===== src/rtl/mem_arbiter_pkg.sv =====
`default_nettype none
// ============================================================================
// Module   : mem_arbiter_pkg
// Summary  : Shared CPU memory-arbiter types: FSM states, owner and size codes.
// Revision : 1.0
// ============================================================================
package mem_arbiter_pkg;

    localparam int c_size_w = 2;

    localparam logic [c_size_w-1:0] c_size_byte = 2'b00;
    localparam logic [c_size_w-1:0] c_size_half = 2'b01;
    localparam logic [c_size_w-1:0] c_size_word = 2'b10;

    typedef enum logic [1:0] {
        ST_IDLE = 2'b00,
        ST_ADDR = 2'b01,
        ST_WAIT = 2'b10,
        ST_DONE = 2'b11
    } arb_state_t;

    typedef enum logic {
        OWN_INST = 1'b0,
        OWN_DATA = 1'b1
    } arb_owner_t;

    // A transaction counts as in flight between its grant and its DONE cycle.
    function automatic logic is_busy(input arb_state_t state);
        return (state == ST_ADDR) || (state == ST_WAIT);
    endfunction

endpackage
`default_nettype wire


===== src/rtl/mem_arbiter_if.sv =====
`default_nettype none
// ============================================================================
// Module   : mem_arbiter_if
// Summary  : Fetch, load/store and shared memory-bus signals of the arbiter.
// Revision : 1.0
// ============================================================================
interface mem_arbiter_if
    import mem_arbiter_pkg::*;
#(
    parameter int ADDR_W = 32,
    parameter int DATA_W = 32
);
    logic                inst_req;
    logic [ADDR_W-1:0]   inst_addr;
    logic                inst_cancel;
    logic [DATA_W-1:0]   inst_rdata;
    logic                inst_done;

    logic                data_req;
    logic                data_wr;
    logic [c_size_w-1:0] data_size;
    logic [ADDR_W-1:0]   data_addr;
    logic [DATA_W-1:0]   data_wdata;
    logic [DATA_W-1:0]   data_rdata;
    logic                data_done;

    logic                bus_req;
    logic                bus_wr;
    logic [c_size_w-1:0] bus_size;
    logic [ADDR_W-1:0]   bus_addr;
    logic [DATA_W-1:0]   bus_wdata;
    logic                bus_addr_ok;
    logic                bus_data_ok;
    logic [DATA_W-1:0]   bus_rdata;

    logic                stall_inst;
    logic                stall_data;

    // Arbiter side: serves the CPU stages and masters the memory bus.
    modport slave (
        input  inst_req, inst_addr, inst_cancel,
        output inst_rdata, inst_done,
        input  data_req, data_wr, data_size, data_addr, data_wdata,
        output data_rdata, data_done,
        output bus_req, bus_wr, bus_size, bus_addr, bus_wdata,
        input  bus_addr_ok, bus_data_ok, bus_rdata,
        output stall_inst, stall_data
    );

    // Environment side: CPU stages plus the memory that answers the bus.
    modport master (
        output inst_req, inst_addr, inst_cancel,
        input  inst_rdata, inst_done,
        output data_req, data_wr, data_size, data_addr, data_wdata,
        input  data_rdata, data_done,
        input  bus_req, bus_wr, bus_size, bus_addr, bus_wdata,
        output bus_addr_ok, bus_data_ok, bus_rdata,
        input  stall_inst, stall_data
    );

endinterface
`default_nettype wire


===== src/rtl/mem_arbiter_flop.sv =====
`default_nettype none
// ============================================================================
// Module   : mem_arbiter_flop
// Summary  : Register with load enable and synchronous clear (clear wins).
// Revision : 1.0
// ============================================================================
module mem_arbiter_flop #(
    parameter int WIDTH = 32
) (
    input  wire logic             clk,
    input  wire logic             clr,
    input  wire logic             en,
    input  wire logic [WIDTH-1:0] d,
    output logic      [WIDTH-1:0] q
);

    always_ff @(posedge clk) begin
        if (clr) begin
            q <= '0;
        end else if (en) begin
            q <= d;
        end
    end

endmodule
`default_nettype wire


===== src/rtl/mem_arbiter.sv =====
`default_nettype none
// ============================================================================
// Module   : mem_arbiter
// Summary  : Single-outstanding arbiter of fetch and load/store onto one bus.
// Revision : 1.0
// ============================================================================
module mem_arbiter
    import mem_arbiter_pkg::*;
#(
    parameter int ADDR_W = 32,
    parameter int DATA_W = 32
) (
    input  wire logic   clk,
    input  wire logic   rst,
    mem_arbiter_if.slave mem
);

    arb_state_t          r_state;
    arb_state_t          w_state_nxt;
    arb_owner_t          r_owner;
    logic                r_drop;
    logic                r_wr;
    logic [c_size_w-1:0] r_size;
    logic [ADDR_W-1:0]   r_addr;
    logic [DATA_W-1:0]   r_wdata;

    logic w_grant_data;
    logic w_grant_inst;
    logic w_cancel_hit;
    logic w_bus_req;
    logic w_inst_done;
    logic w_data_done;
    logic w_inst_load;
    logic w_data_load;
    logic w_rdata_clr;

    always_ff @(posedge clk) begin
        if (!rst) begin
            r_state <= ST_IDLE;
        end else begin
            r_state <= w_state_nxt;
        end
    end

    // Requests in DONE still describe the finished transaction, so only IDLE grants.
    always_comb begin
        w_state_nxt  = r_state;
        w_grant_data = 1'b0;
        w_grant_inst = 1'b0;
        w_bus_req    = 1'b0;
        w_inst_done  = 1'b0;
        w_data_done  = 1'b0;
        w_inst_load  = 1'b0;
        w_data_load  = 1'b0;
        case (r_state)
            ST_IDLE: begin
                if (mem.data_req) begin
                    w_grant_data = 1'b1;
                    w_state_nxt  = ST_ADDR;
                end else if (mem.inst_req) begin
                    w_grant_inst = 1'b1;
                    w_state_nxt  = ST_ADDR;
                end
            end
            ST_ADDR: begin
                w_bus_req = 1'b1;
                if (mem.bus_addr_ok) begin
                    w_state_nxt = ST_WAIT;
                end
            end
            ST_WAIT: begin
                if (mem.bus_data_ok) begin
                    w_state_nxt = ST_DONE;
                    if (r_owner == OWN_DATA) begin
                        w_data_load = ~r_wr;
                    end else begin
                        w_inst_load = 1'b1;
                    end
                end
            end
            ST_DONE: begin
                w_state_nxt = ST_IDLE;
                if (r_owner == OWN_DATA) begin
                    w_data_done = 1'b1;
                end else begin
                    w_inst_done = ~r_drop;
                end
            end
            default: begin
                w_state_nxt = ST_IDLE;
            end
        endcase
    end

    assign w_cancel_hit = mem.inst_cancel && (r_owner == OWN_INST) && is_busy(r_state);

    always_ff @(posedge clk) begin
        if (!rst) begin
            r_owner <= OWN_INST;
            r_drop  <= 1'b0;
            r_wr    <= 1'b0;
            r_size  <= c_size_byte;
            r_addr  <= '0;
            r_wdata <= '0;
        end else if (w_grant_data) begin
            r_owner <= OWN_DATA;
            r_drop  <= 1'b0;
            r_wr    <= mem.data_wr;
            r_size  <= mem.data_size;
            r_addr  <= mem.data_addr;
            r_wdata <= mem.data_wdata;
        end else if (w_grant_inst) begin
            r_owner <= OWN_INST;
            r_drop  <= 1'b0;
            r_wr    <= 1'b0;
            r_size  <= c_size_word;
            r_addr  <= mem.inst_addr;
            r_wdata <= '0;
        end else if (w_cancel_hit) begin
            r_drop  <= 1'b1;
        end
    end

    assign w_rdata_clr = ~rst;

    mem_arbiter_flop #(
        .WIDTH(DATA_W)
    ) u_inst_rdata (
        .clk (clk),
        .clr (w_rdata_clr),
        .en  (w_inst_load),
        .d   (mem.bus_rdata),
        .q   (mem.inst_rdata)
    );

    mem_arbiter_flop #(
        .WIDTH(DATA_W)
    ) u_data_rdata (
        .clk (clk),
        .clr (w_rdata_clr),
        .en  (w_data_load),
        .d   (mem.bus_rdata),
        .q   (mem.data_rdata)
    );

    assign mem.bus_req    = w_bus_req;
    assign mem.bus_wr     = r_wr;
    assign mem.bus_size   = r_size;
    assign mem.bus_addr   = r_addr;
    assign mem.bus_wdata  = r_wdata;

    assign mem.inst_done  = w_inst_done;
    assign mem.data_done  = w_data_done;

    assign mem.stall_inst = mem.inst_req & ~w_inst_done;
    assign mem.stall_data = mem.data_req & ~w_data_done;

endmodule
`default_nettype wire


===== src/flat_wrapper.sv =====
// flat-port wrapper written by rule: the top's interface ports become plain ports
module mem_arbiter_flat import mem_arbiter_pkg::*;
#(
    parameter int ADDR_W = 32,
    parameter int DATA_W = 32
)
  (clk, rst, mem_inst_req, mem_inst_addr, mem_inst_cancel, mem_inst_rdata, mem_inst_done, mem_data_req, mem_data_wr, mem_data_size, mem_data_addr, mem_data_wdata, mem_data_rdata, mem_data_done, mem_bus_req, mem_bus_wr, mem_bus_size, mem_bus_addr, mem_bus_wdata, mem_bus_addr_ok, mem_bus_data_ok, mem_bus_rdata, mem_stall_inst, mem_stall_data);
  mem_arbiter_if #(.ADDR_W(ADDR_W), .DATA_W(DATA_W)) mem_i ();
  input  wire logic clk;
  input  wire logic rst;
  input wire logic [$bits(mem_i.inst_req)-1:0] mem_inst_req;
  input wire logic [$bits(mem_i.inst_addr)-1:0] mem_inst_addr;
  input wire logic [$bits(mem_i.inst_cancel)-1:0] mem_inst_cancel;
  output wire logic [$bits(mem_i.inst_rdata)-1:0] mem_inst_rdata;
  output wire logic [$bits(mem_i.inst_done)-1:0] mem_inst_done;
  input wire logic [$bits(mem_i.data_req)-1:0] mem_data_req;
  input wire logic [$bits(mem_i.data_wr)-1:0] mem_data_wr;
  input wire logic [$bits(mem_i.data_size)-1:0] mem_data_size;
  input wire logic [$bits(mem_i.data_addr)-1:0] mem_data_addr;
  input wire logic [$bits(mem_i.data_wdata)-1:0] mem_data_wdata;
  output wire logic [$bits(mem_i.data_rdata)-1:0] mem_data_rdata;
  output wire logic [$bits(mem_i.data_done)-1:0] mem_data_done;
  output wire logic [$bits(mem_i.bus_req)-1:0] mem_bus_req;
  output wire logic [$bits(mem_i.bus_wr)-1:0] mem_bus_wr;
  output wire logic [$bits(mem_i.bus_size)-1:0] mem_bus_size;
  output wire logic [$bits(mem_i.bus_addr)-1:0] mem_bus_addr;
  output wire logic [$bits(mem_i.bus_wdata)-1:0] mem_bus_wdata;
  input wire logic [$bits(mem_i.bus_addr_ok)-1:0] mem_bus_addr_ok;
  input wire logic [$bits(mem_i.bus_data_ok)-1:0] mem_bus_data_ok;
  input wire logic [$bits(mem_i.bus_rdata)-1:0] mem_bus_rdata;
  output wire logic [$bits(mem_i.stall_inst)-1:0] mem_stall_inst;
  output wire logic [$bits(mem_i.stall_data)-1:0] mem_stall_data;
  assign mem_i.inst_req = mem_inst_req;
  assign mem_i.inst_addr = mem_inst_addr;
  assign mem_i.inst_cancel = mem_inst_cancel;
  assign mem_inst_rdata = mem_i.inst_rdata;
  assign mem_inst_done = mem_i.inst_done;
  assign mem_i.data_req = mem_data_req;
  assign mem_i.data_wr = mem_data_wr;
  assign mem_i.data_size = mem_data_size;
  assign mem_i.data_addr = mem_data_addr;
  assign mem_i.data_wdata = mem_data_wdata;
  assign mem_data_rdata = mem_i.data_rdata;
  assign mem_data_done = mem_i.data_done;
  assign mem_bus_req = mem_i.bus_req;
  assign mem_bus_wr = mem_i.bus_wr;
  assign mem_bus_size = mem_i.bus_size;
  assign mem_bus_addr = mem_i.bus_addr;
  assign mem_bus_wdata = mem_i.bus_wdata;
  assign mem_i.bus_addr_ok = mem_bus_addr_ok;
  assign mem_i.bus_data_ok = mem_bus_data_ok;
  assign mem_i.bus_rdata = mem_bus_rdata;
  assign mem_stall_inst = mem_i.stall_inst;
  assign mem_stall_data = mem_i.stall_data;
  mem_arbiter #(.ADDR_W(ADDR_W), .DATA_W(DATA_W)) u_core (.clk(clk), .rst(rst), .mem(mem_i));
endmodule

===== config.mk =====
export PLATFORM = sky130hd
export DESIGN_NAME = mem_arbiter_flat
export DESIGN_NICKNAME = d
export VERILOG_FILES = /design/src/rtl/mem_arbiter_pkg.sv /design/src/rtl/mem_arbiter_if.sv /design/src/rtl/mem_arbiter_flop.sv /design/src/rtl/mem_arbiter.sv /design/src/flat_wrapper.sv
export SDC_FILE = /design/constraint.sdc
export NUM_CORES = 1
export LEC_CHECK = 0
export BUFFER_PORTS_ARGS = -buffer_cell sky130_fd_sc_hd__buf_2
export CELL_PAD_IN_SITES_DETAIL_PLACEMENT = 0
export CELL_PAD_IN_SITES_GLOBAL_PLACEMENT = 1
export CORE_MARGIN = 5
export CORE_UTILIZATION = 29
export CTS_BUF_LIST = sky130_fd_sc_hd__clkbuf_16
export DETAILED_ROUTE_END_ITERATION = 8
export PLACE_DENSITY = 0.83
export SYNTH_ARGS = -nofsm -noshare
export SYNTH_HDL_FRONTEND = slang
export SYNTH_SLANG_ARGS = --single-unit

===== constraint.sdc =====
create_clock -name clk -period 1.5 [get_ports clk]
set_input_delay 0.3 -clock clk [delete_from_list [all_inputs] [get_ports clk]]
set_output_delay 0.3 -clock clk [all_outputs]
set_load 0.01 [all_outputs]

==> summary.md, run 1 <==
| Metric | Value |
|---|---|
| Worst-case register-to-register setup slack | -0.21 ns |
| Commonest non-fill, non-tap cells in the layout | sky130_fd_sc_hd__buf_2, sky130_fd_sc_hd__nand2_1, sky130_fd_sc_hd__dfxtp_1 |
| Slew @ Worst Pin | 0.426 ns |
| Fin crit share | 115% |
| # DRC | 0 |
| Total number of vias | 5,668 |
| Starting Density | 29.6% |
| Clock tree buffer depth | 2 |
| Drt pass-1 iters | 4 |
| Vias/cell | 4.77 |
| Number of placed instances, taps included | 1,131 |
| Worst setup EP type | output port |
| Number of H-tree branching levels | 4 |
| Maximum frequency from static timing analysis | 0.582 GHz |
| Most instantiated flip-flop cell in the synthesis netlist | sky130_fd_sc_hd__dfxtp_1 |
| Wire length of the first global-routing pass | 28.9 mm |
| Post-Syn Instances | 653 |
| Cell Rows | 50 |
| Synth async-reset ratio | 0% |
| Die ar. | 22,000 um^2 |
| Congestion Overflow GR | 0 |
| Largest delay share family, worst path | flip-flops |
| Synthesis warning total | 0 |
| Library cell contributing the largest single delay on the critical path | sky130_fd_sc_hd__dfxtp_2 |
| Top cell type by total area after synthesis | sky130_fd_sc_hd__dfxtp_1 |
| Unique cell type count in the Yosys netlist | 29 |
| Setup Viol. Count Final | 84 |
| Final net count | 1,085 |
| Worst relative slew slack | 71.3% |
| Global placement routability congestion | 0.804 |
| Sequential share of the synthesized area | 48.6% |
| Shortest clock period the worst path allows after layout | 1.72 ns |
| Boundary pin count | 274 |
| Number of antenna violations at the first check in global routing | 3 |
| Core Region | 18,800 um^2 |
| GRT Util Overall | 16.4% |
| Leakage | 3.99 nW |
| DIE HEIGHT | 148 um |
| Wire length per cell | 16.6 um |
| Setup Skew | 0.00910 ns |
| Final wirelength | 19.7 mm |
| Total buffers and inverters traversed by the critical path | 2 |
| Number of diodes | 0 |
| Number of clock sinks seen by CTS | 135 |
| Cell at the root of the clock tree | sky130_fd_sc_hd__clkbuf_16 |
| Vias in the first global route | 5,483 |
| Fill count | 1,879 |
| Most common library cell in the layout ignoring fill and taps | sky130_fd_sc_hd__buf_2 |
| Ranking of synthesized cells by area | sky130_fd_sc_hd__dfxtp_1, sky130_fd_sc_hd__nand2_1, sky130_fd_sc_hd__a21boi_0 |
| Total of max-cap violations | 0 |
| Clock insertion delay at the later pin of the skew report | 0.41 ns |
| Setup repair after global routing missed its margin | yes |
| Worst min-delay path class | in2reg |
| Synthesized Nets | 796 |
| Share of cells above drive strength 1 | 43.9% |
| Area growth from synthesis to final layout | 57.8% |
| Maximum single-stage delay on the critical path | 0.32 ns |
| Post-Synthesis Mean Instance Area | 8.52 um^2 |
| Final Worst Setup Slack | -0.218 ns |
| Final Instance Count excl. Fillers | 1,189 |
| Largest net degree at the start of global routing | 74 |
| Hold violation total from the final report | 0 |
| Count of pins over their slew limit | 0 |
| CTS tree | built |
| Seq cells post-synth | 135 |
| Worst Path Class, Setup | reg2out |
| Proportion of netlist area held by the largest area contributor | 48.6% |
| Die outline width | 148 um |
| Failing checks | negative setup slack |
| Req. time, crit path | 1.20 ns |
| Quantity of hold-fixing buffers added after cts | 0 |
| Half-perimeter wire length after placement | 12.9 mm |
| Clock transition at the registers of the reported paths | 0.06 ns |
| Power Total | 14.3 mW |
| Initial DRC count | 230 |
| Number of buffers created by CTS | 17 |
| Worst setup SP type | flip-flop |
| EDFF count, synth | 0 |
| Number of I/O port buffers | 273 |
| Remaining number of nets flagged by the antenna check after routing | 0 |
| Cell-by-cell trace of the critical path | buf_6 -> ha_4 -> and2_4 -> nor2b_1 -> buf_2 |
| Worst voltage drop across the vdd grid | 874 uV |
| Run status | finished, violations left |
| Mapped cell area | 5560 um^2 |
| Worst Path Arrival | 1.42 ns |
| Pwr/cell area | 1630 nW/um^2 |
| Maximum fanout along the worst path | 2 |
-- path summary, 6_finish.rpt --
path                                                from                                endpoint  depth (start not counted)
setup / recovery          u_core.r_state[1]$_SDFFE_PN0P_                          mem_stall_data                          5
hold / removal                         mem_bus_rdata[15]  u_core.u_data_rdata.q[15]$_SDFFE_PN0P_                          3
setup reg to reg          u_core.r_state[0]$_SDFFE_PN0P_    u_core.mem.bus_addr[22]$_SDFFE_PN0P_                          8
hold reg to reg   u_core.u_inst_rdata.q[13]$_SDFFE_PN0P_  u_core.u_inst_rdata.q[13]$_SDFFE_PN0P_                          2
-- layout make-up --
cell class / instances / area (um^2) / area share [%]
inverter: 4 / 22.5 / 0.257
clock inverter: 15 / 113 / 1.28
tap: 234 / 293 / 3.34
clock buffer: 17 / 425 / 4.85
timing repair buffer: 328 / 2230 / 25.4
multi-input combinational: 456 / 2990 / 34.1
sequential: 135 / 2710 / 30.8
-- metrics by stage --
step | hold WS [ns] | worst slack [ns] | util, % | setup TNS (ns) | area, um^2
2_1_floorplan | 0.445 | 0.00687 | - | 0 | 5580
3_3_place_gp | 0.441 | -0.0595 | 38.9 | -1.47 | 7300
3_5_place_dp | 0.451 | -0.115 | 38.9 | -4.69 | 7300
4_1_cts | 0.112 | -0.220 | 44.4 | -9.47 | 8330
5_1_grt | 0.118 | -0.301 | 46.8 | -16.35 | 8780
6_report | 0.132 | -0.218 | 46.8 | -9.77 | 8780
-- timing repair --
action | 4_1_cts | 5_1_grt
resized for setup | 58 | 108
endpoints found under the setup margin | 74 | 122
setup buffers | 10 | 5
cloned | 7 | 6
pin swaps | 4 | 4
-- power by group --
part | switching [mW] | total [mW] | internal [mW]
logic | 2.98 | 5.89 | 2.91
registers | 0.383 | 4.56 | 4.17
clock network | 1.58 | 3.83 | 2.25
total | 4.94 | 14.3 | 9.33
-- registers in the layout, summed over array words and instances, names as in the netlist --
signal	flops
u_core.mem.bus_addr	32
u_core.mem.bus_size	2
u_core.mem.bus_wdata	32
u_core.mem.bus_wr	1
u_core.r_drop	1
u_core.r_owner	1
u_core.r_state	2
u_core.u_data_rdata.q	32
u_core.u_inst_rdata.q	32
-- worst min-delay path, cell delays in order --
cell	delay, ns
sky130_fd_sc_hd__buf_2	0.10
sky130_fd_sc_hd__nand2_1	0.05
sky130_fd_sc_hd__a21boi_1	0.05
-- per-layer routing --
| metal | up-vias | part of all wire, % | global-route usage (%) |
|---|---|---|---|
| met4 | 6 | 1.2 | 4.99 |
| li1 | 2797 | - | - |
| met2 | 210 | 50 | 27.7 |
| met3 | 21 | 8.1 | 6.09 |
| met1 | 2634 | 41 | 19.5 |
| met5 | - | 0.15 | 0 |
-- cells by family (layout without fill, tap and decap cells) --
group,count (synthesis),count (layout),synth area share (%)
and+or+nand+nor,282,282,20.9
DFF,135,135,48.6
AOI/OAI and AO/OA,133,133,17.3
adders and majority gates,5,5,1.12
buffers and inverters,62,364,5.58
muxes,36,36,6.48
-- synth_stat cells (all sizes together) (2+ instances only) --
library cell,n
a21boi,64
a31oi,33
and2,3
and3b,2
buf,26
clkbuf,32
dfxtp,135
ha,5
inv,4
mux2i,36
nand2,230
nand3,34
nor2,3
nor2b,3
nor3b,2
o31ai,32
Note: power is estimated with default switching activity, not from simulation.
==> run 2: changes to the inputs <==
CORE_UTILIZATION = 35   (was 29)
PLACE_DENSITY = 0.92   (was 0.83)
clock period = 2 ns   (was 1.5 ns; I/O delays follow)
==> run 2 against run 1 <==
  * The run now ends clean
  * First-iteration DRC count increased by 15%
  * Wire length fell by 14%
  * Sequential share of layout area up 3.8 points
  * Power decreased by 33%
  * Die area fell by 16%
  * Combinational power shrank 50%
  * Critical path depth rose by 2
  * Register-to-register slack better by 0.41 ns
  * Worst setup slack gained 0.41 ns
  * Cell count decreased by 4.5%
  * Clock-buffer cell count is the same
  * Clock skew up 0.0084 ns
==> summary.md, run 2 (synthesis results as in run 1) <==
| Metric | Value |
|---|---|
| Wire length of the first global-routing pass | 26.4 mm (-8.6%) |
| Shortest clock period the worst path allows after layout | 1.80 ns |
| Setup TNS Final | 0 ns (+9.77 ns) |
| Cell at the root of the clock tree | sky130_fd_sc_hd__clkbuf_16 |
| Worst voltage drop across the vdd grid | 620 uV (-29%) |
| Power Total | 9.54 mW (-33%) |
| Most common library cell in the layout ignoring fill and taps | sky130_fd_sc_hd__buf_2 |
| Cell-by-cell trace of the critical path | inv_1 -> ha_1 -> and3b_1 -> buf_6 -> or2_1 -> buf_4 -> a31oi_1 |
| Quantity of hold-fixing buffers added after cts | 0 (unchanged) |
| Die outline width | 136 um (-8.4%) |
| Relative contribution of combinational cells to total power | 30.7% (-11 points) |
| Share of cells above drive strength 1 | 35.7% (-8.2 points) |
| Core Region | 15,700 um^2 (-16%) |
| Library cell contributing the largest single delay on the critical path | sky130_fd_sc_hd__dfxtp_2 |
| Number of diodes | 0 (unchanged) |
| Worst min-delay path class | in2reg |
| Maximum frequency from static timing analysis | 0.554 GHz |
| Final wirelength | 16.9 mm (-14%) |
| Net Sw Power | 3.09 mW (-38%) |
| Setup Viol. Count Final | 0 (-100%) |
| Final core area utilization | 49.7% (+3.0 points) |
| Half-perimeter wire length after placement | 12.0 mm (-7.4%) |
| DIE HEIGHT | 136 um (-8.4%) |
| Clock transition at the registers of the reported paths | 0.06 ns (about the same) |
| Total number of vias | 5,384 (-5.0%) |
| Number of H-tree branching levels | 4 (unchanged) |
| Boundary pin count | 274 (unchanged) |
| Seq pwr share | 35.2% (+3.3 points) |
| Worst Path Arrival | 2.09 ns (+0.67 ns) |
| Post-CTS sizing | 0 (-100%) |
| Leakage | 3.68 nW (-7.8%) |
| Crit. Startpoint | u_core.r_state[0]$_SDFFE_PN0P_ |
| Vias in the first global route | 5,323 (-2.9%) |
| GRT Util Overall | 18.0% (+1.5 points) |
| Pwr/cell area | 1220 nW/um^2 (-25%) |
| Proportion of power drawn by the clock network | 34.1% (+7.2 points) |
| Number of clock sinks seen by CTS | 135 (unchanged) |
| Clock insertion delay at the later pin of the skew report | 0.42 ns (about the same) |
| Number of I/O port buffers | 273 (unchanged) |
| Largest net degree at the start of global routing | 82 (+11%) |
| Initial DRC count | 265 (+15%) |
| Number of antenna violations at the first check in global routing | 1 (-2) |
| Internal Dissipation | 6.46 mW (-31%) |
| Commonest non-fill, non-tap cells in the layout | sky130_fd_sc_hd__buf_2, sky130_fd_sc_hd__nand2_1, sky130_fd_sc_hd__dfxtp_1 |
| Worst setup EP type | flip-flop |
| Drt pass-1 iters | 4 (unchanged) |
| Maximum fanout along the worst path | 22 (+20) |
| Slew @ Worst Pin | 0.470 ns (+0.0433 ns) |
| Wire length per cell | 14.8 um (-10%) |
| Clock tree buffer depth | 2 (unchanged) |
| CTS tree | built |
| Count of pins over their slew limit | 0 (unchanged) |
| Remaining number of nets flagged by the antenna check after routing | 0 (unchanged) |
| Worst setup SP type | flip-flop |
| Number of buffers created by CTS | 17 (unchanged) |
| # DRC | 0 (unchanged) |
| Maximum single-stage delay on the critical path | 0.33 ns (about the same) |
| Number of buffers inserted to repair setup after CTS | 0 (-10) |
| Hold path startpoint | mem_data_addr[26] |
| Worst Path Class, Setup | reg2reg |
| Hold violation total from the final report | 0 (unchanged) |
| Worst flop-to-flop path startpoint | u_core.r_state[0]$_SDFFE_PN0P_ |
| Total of max-cap violations | 0 (unchanged) |
| Fin crit share | 90.2% |
| Congestion Overflow GR | 0 (unchanged) |
| Net switching fraction of the power | 32.3% (-2.3 points) |
| Run status | finished, final reports clean |
| Worst relative slew slack | 68.7% (-2.6 points) |
| Vias/cell | 4.74 (-0.58%) |
| Final Worst Setup Slack | 0.196 ns (+0.415 ns) |
| Setup repair after global routing missed its margin | no |
| Number of placed instances, taps included | 1,104 (-2.4%) |
| Req. time, crit path | 2.29 ns (+1.09 ns) |
| Starting Density | 35.4% (+5.8 points) |
| Area growth from synthesis to final layout | 40.5% |
| Global placement routability congestion | 0.775 (-3.6%) |
| Setup Skew | 0.0175 ns (+0.00845 ns) |
| Worst setup timing slack at the placement stage | 0.133 ns (+0.248 ns) |
| Final net count | 1,050 (-3.2%) |
| Die ar. | 18,500 um^2 (-16%) |
| Cell Rows | 46 (-8.0%) |
| Final Instance Count excl. Fillers | 1,136 (-4.5%) |
run 2: cell types whose count changed in the layout (fill, tap and decap cells not counted), sizes merged:
cell and change:
clkinvlp -1, bufinv +3, inv -2, clkbuf -6
buf -29
run 2: metal layers:
| layer | share of wire (%) | GRT usage [%] | routed length (um) | vias to the layer above |
|---|---|---|---|---|
| met5 | 0.077 | 0 | 13 | - |
| met4 | 1.5 | 5.94 | 250 | 2 |
| met3 | 10 | 7.77 | 1750 | 22 |
| met2 | 47 | 30.4 | 7840 | 198 |
| met1 | 42 | 20.3 | 7000 | 2444 |
| li1 | - | - | - | 2718 |
run 2: power groups by stage:
stage          Clock [mW]  Sequential [mW]  Combinational [mW]
2_1_floorplan           0             3.58                1.65
3_3_place_gp            0             3.40                2.93
3_5_place_dp            0             3.41                2.96
4_1_cts              3.33             3.36                2.97
5_1_grt              3.44             3.41                3.22
6_report             3.26             3.36                2.92
run 2: path summary, 6_finish.rpt:
check	to	slack (ns)	depth (start not counted)
min	u_core.mem.bus_addr[26]$_SDFFE_PN0P_	0.23	3
max reg2reg	u_core.mem.bus_addr[8]$_SDFFE_PN0P_	0.20	7
min reg2reg	u_core.mem.bus_wdata[26]$_SDFFE_PN0P_	0.45	2
max	u_core.mem.bus_addr[8]$_SDFFE_PN0P_	0.20	7
run 2: final cells by class:
| type | count | area, um^2 |
|---|---|---|
| Timing Repair Buffer | 293 | 1660 |
| Clock inverter | 15 | 186 |
| Fill cell | 1562 | 7900 |
| Clock buffer | 17 | 425 |
| Tap cell | 216 | 270 |
| Inverter | 4 | 15.0 |
| Sequential cell | 135 | 2700 |
| Multi-Input combinational cell | 456 | 2550 |
run 2: worst max-delay path, delay by kind of cell (launching register included):
| kind | cells | cell delay, ns |
|---|---|---|
| AOI/OAI and AO/OA | 1 | 0.11 |
| adders and majority gates | 1 | 0.20 |
| buffers and inverters | 3 | 0.58 |
| DFF | 1 | 0.33 |
| and+or+nand+nor | 2 | 0.43 |
run 2: through the flow:
| step | hold slack (ns) | area, um^2 |
|---|---|---|
| after CTS | 0.211 | 7810 |
| after global placement | 0.440 | 7190 |
| final | 0.229 | 7820 |
| after floorplan | 0.468 | 5560 |
| after global routing | 0.224 | 7820 |
| after detailed placement | 0.449 | 7190 |
==> run 3: changes to the inputs <==
MAX_ROUTING_LAYER = met4   (was unset)
SETUP_SLACK_MARGIN = 0.2   (was unset)
==> run 3 against run 2 <==
  * Power grew 0.80%
  * Design area rose by 0.67%
  * Sequential power barely moved
  * Via count grew 0.37%
  * Critical path depth is 3 lower
  * Highest routed layer is now met4
==> summary.md, run 3 (synthesis results as in run 1) <==
| Metric | Value |
|---|---|
| Worst relative slew slack | 66.8% (-1.9 points) |
| Wire length of the first global-routing pass | 26.3 mm (-0.42%) |
| Global placement routability congestion | 0.786 (+1.4%) |
| Die ar. | 18,500 um^2 (unchanged) |
| Pwr/cell area | 1220 nW/um^2 (+0.13%) |
| Initial DRC count | 292 (+10%) |
| Setup repair after global routing missed its margin | yes |
| Final net count | 1,050 (unchanged) |
| Die outline width | 136 um (unchanged) |
| Proportion of power drawn by the clock network | 33.9% (-0.2 points) |
| Wire length per cell | 14.8 um (about the same) |
| Req. time, crit path | 1.60 ns (-0.69 ns) |
| Most common library cell in the layout ignoring fill and taps | sky130_fd_sc_hd__buf_2 |
| Setup Viol. Count Final | 0 (unchanged) |
| Hold violation total from the final report | 0 (unchanged) |
| Net switching fraction of the power | 32.4% (+0.051 points) |
| Number of I/O port buffers | 273 (unchanged) |
| Remaining number of nets flagged by the antenna check after routing | 0 (unchanged) |
| Half-perimeter wire length after placement | 12.0 mm (unchanged) |
| Run status | finished, final reports clean |
| Core Region | 15,700 um^2 (unchanged) |
| Final core area utilization | 50.1% (+0.33 points) |
| Worst Path Class, Setup | reg2out |
| Worst voltage drop across the vdd grid | 645 uV (+4.1%) |
| Clock tree buffer depth | 2 (unchanged) |
| GRT Util Overall | 18.5% (+0.50 points) |
| Relative contribution of combinational cells to total power | 31.0% (+0.3 points) |
| Maximum fanout along the worst path | 4 (-82%) |
| Commonest non-fill, non-tap cells in the layout | sky130_fd_sc_hd__buf_2, sky130_fd_sc_hd__nand2_1, sky130_fd_sc_hd__dfxtp_1 |
| Leakage | 3.69 nW (about the same) |
| Setup TNS Final | 0 ns (unchanged) |
| Area growth from synthesis to final layout | 41.5% |
| Internal Dissipation | 6.50 mW (+0.73%) |
| Share of cells above drive strength 1 | 36.3% (+0.65 points) |
| Net Sw Power | 3.12 mW (+0.96%) |
| Total number of vias | 5,404 (+0.37%) |
| Fill count | 1,556 (-0.38%) |
| Cell at the root of the clock tree | sky130_fd_sc_hd__clkbuf_16 |
| Number of buffers created by CTS | 17 (unchanged) |
| Final wirelength | 16.9 mm (+0.12%) |
| Boundary pin count | 274 (unchanged) |
| Congestion Overflow GR | 0 (unchanged) |
| Drt pass-1 iters | 4 (unchanged) |
| Hold_ws | 0.228 ns (-0.00102 ns) |
| Starting Density | 35.4% (unchanged) |
| Maximum frequency from static timing analysis | 0.578 GHz (+4.3%) |
| Cell Rows | 46 (unchanged) |
| FF/Latch Area | 2710 um^2 (+0.14%) |
| Number of antenna violations at the first check in global routing | 1 (unchanged) |
| Setup Skew | 0.0179 ns (+0.000386 ns) |
| Worst setup EP type | output port |
| Number of H-tree branching levels | 4 (unchanged) |
| CTS tree | built |
| Count of pins over their slew limit | 0 (unchanged) |
| Footprint of the multi-input gates | 2590 um^2 (+1.2%) |
| Seq pwr share | 35.1% (about the same) |
| Vias/cell | 4.75 (+0.28%) |
| Clock transition at the registers of the reported paths | 0.06 ns (about the same) |
| Vias in the first global route | 5,340 (+0.32%) |
| Clock insertion delay at the later pin of the skew report | 0.42 ns (about the same) |
| Fin crit share | 86.5% (-3.7 points) |
| DIE HEIGHT | 136 um (unchanged) |
| Largest net degree at the start of global routing | 82 (unchanged) |
| Total of max-cap violations | 0 (unchanged) |
| Power Total | 9.62 mW (+0.80%) |
| Shortest clock period the worst path allows after layout | 1.73 ns (-0.0742 ns) |
| Worst min-delay path class | in2reg |
| # DRC | 0 (unchanged) |
| Worst Path Arrival | 1.33 ns (-0.76 ns) |
| Worst setup SP type | flip-flop |
| Slew @ Worst Pin | 0.498 ns (+0.0281 ns) |
| Number of clock sinks seen by CTS | 135 (unchanged) |
-- run 3: power by group through the flow --
stage          Combinational (mW)  Sequential [mW]  Clock (mW)
3_3_place_gp                 2.93             3.40           0
6_report                     2.98             3.38        3.26
4_1_cts                      2.98             3.36        3.33
2_1_floorplan                1.65             3.58           0
3_5_place_dp                 2.96             3.41           0
5_1_grt                      3.27             3.43        3.44
-- run 3: metal layers --
layer  vias up  GRT usage (%)  wire length, um
met5         -              -                0
met2       209           30.2             7830
met3        23           6.55             1590
met4         0           6.10              269
li1       2721              -                -
met1      2451           21.1             7180
-- run 3: per-stage QoR --
stage	setup slack [ns]	instance area (um^2)	instances
6_report	0.271	7870	1137
3_5_place_dp	0.133	7190	1104
2_1_floorplan	0.405	5560	653
3_3_place_gp	0.193	7190	1104
5_1_grt	0.170	7870	1137
4_1_cts	0.184	7820	1136
-- run 3: timing repair --
| action | 4_1_cts | 5_1_grt |
|---|---|---|
| endpoints found under the setup margin | 39 | 69 |
| hold buffers | 0 | 0 |
| resized for setup | 4 | 13 |
| pin swaps | 0 | 1 |
| endpoints found under the hold margin | 0 | 0 |
| buffers inserted | 0 | 0 |
-- run 3: layout make-up --
type / instances / area share [%]
diodes: 1 / 0.0318
clock buffers: 17 / 5.41
clock inverters: 15 / 2.37
inverters: 4 / 0.191
multi-input cells: 456 / 32.9
flip-flops and latches: 135 / 34.4
well taps: 216 / 3.43
repair buffers: 293 / 21.3
-- run 3: worst max-delay path, stage by stage, from the launching register on --
cell                      delay (ns)
sky130_fd_sc_hd__dfxtp_4        0.36
sky130_fd_sc_hd__ha_4           0.16
sky130_fd_sc_hd__and2_1         0.17
sky130_fd_sc_hd__nor2b_1        0.10
sky130_fd_sc_hd__buf_2          0.13
-- run 3: path summary, 6_finish.rpt --
| path | startpoint | cells past startpoint | slack (ns) | endpoint |
|---|---|---|---|---|
| max | u_core.r_state[0]$_SDFFE_PN0P_ | 4 | 0.27 | mem_stall_data |
| min | mem_data_addr[23] | 3 | 0.23 | u_core.mem.bus_addr[23]$_SDFFE_PN0P_ |
| max reg2reg | u_core.r_state[0]$_SDFFE_PN0P_ | 7 | 0.27 | u_core.r_drop$_SDFFE_PP0P_ |
| min reg2reg | u_core.mem.bus_wdata[26]$_SDFFE_PN0P_ | 2 | 0.45 | u_core.mem.bus_wdata[26]$_SDFFE_PN0P_ |
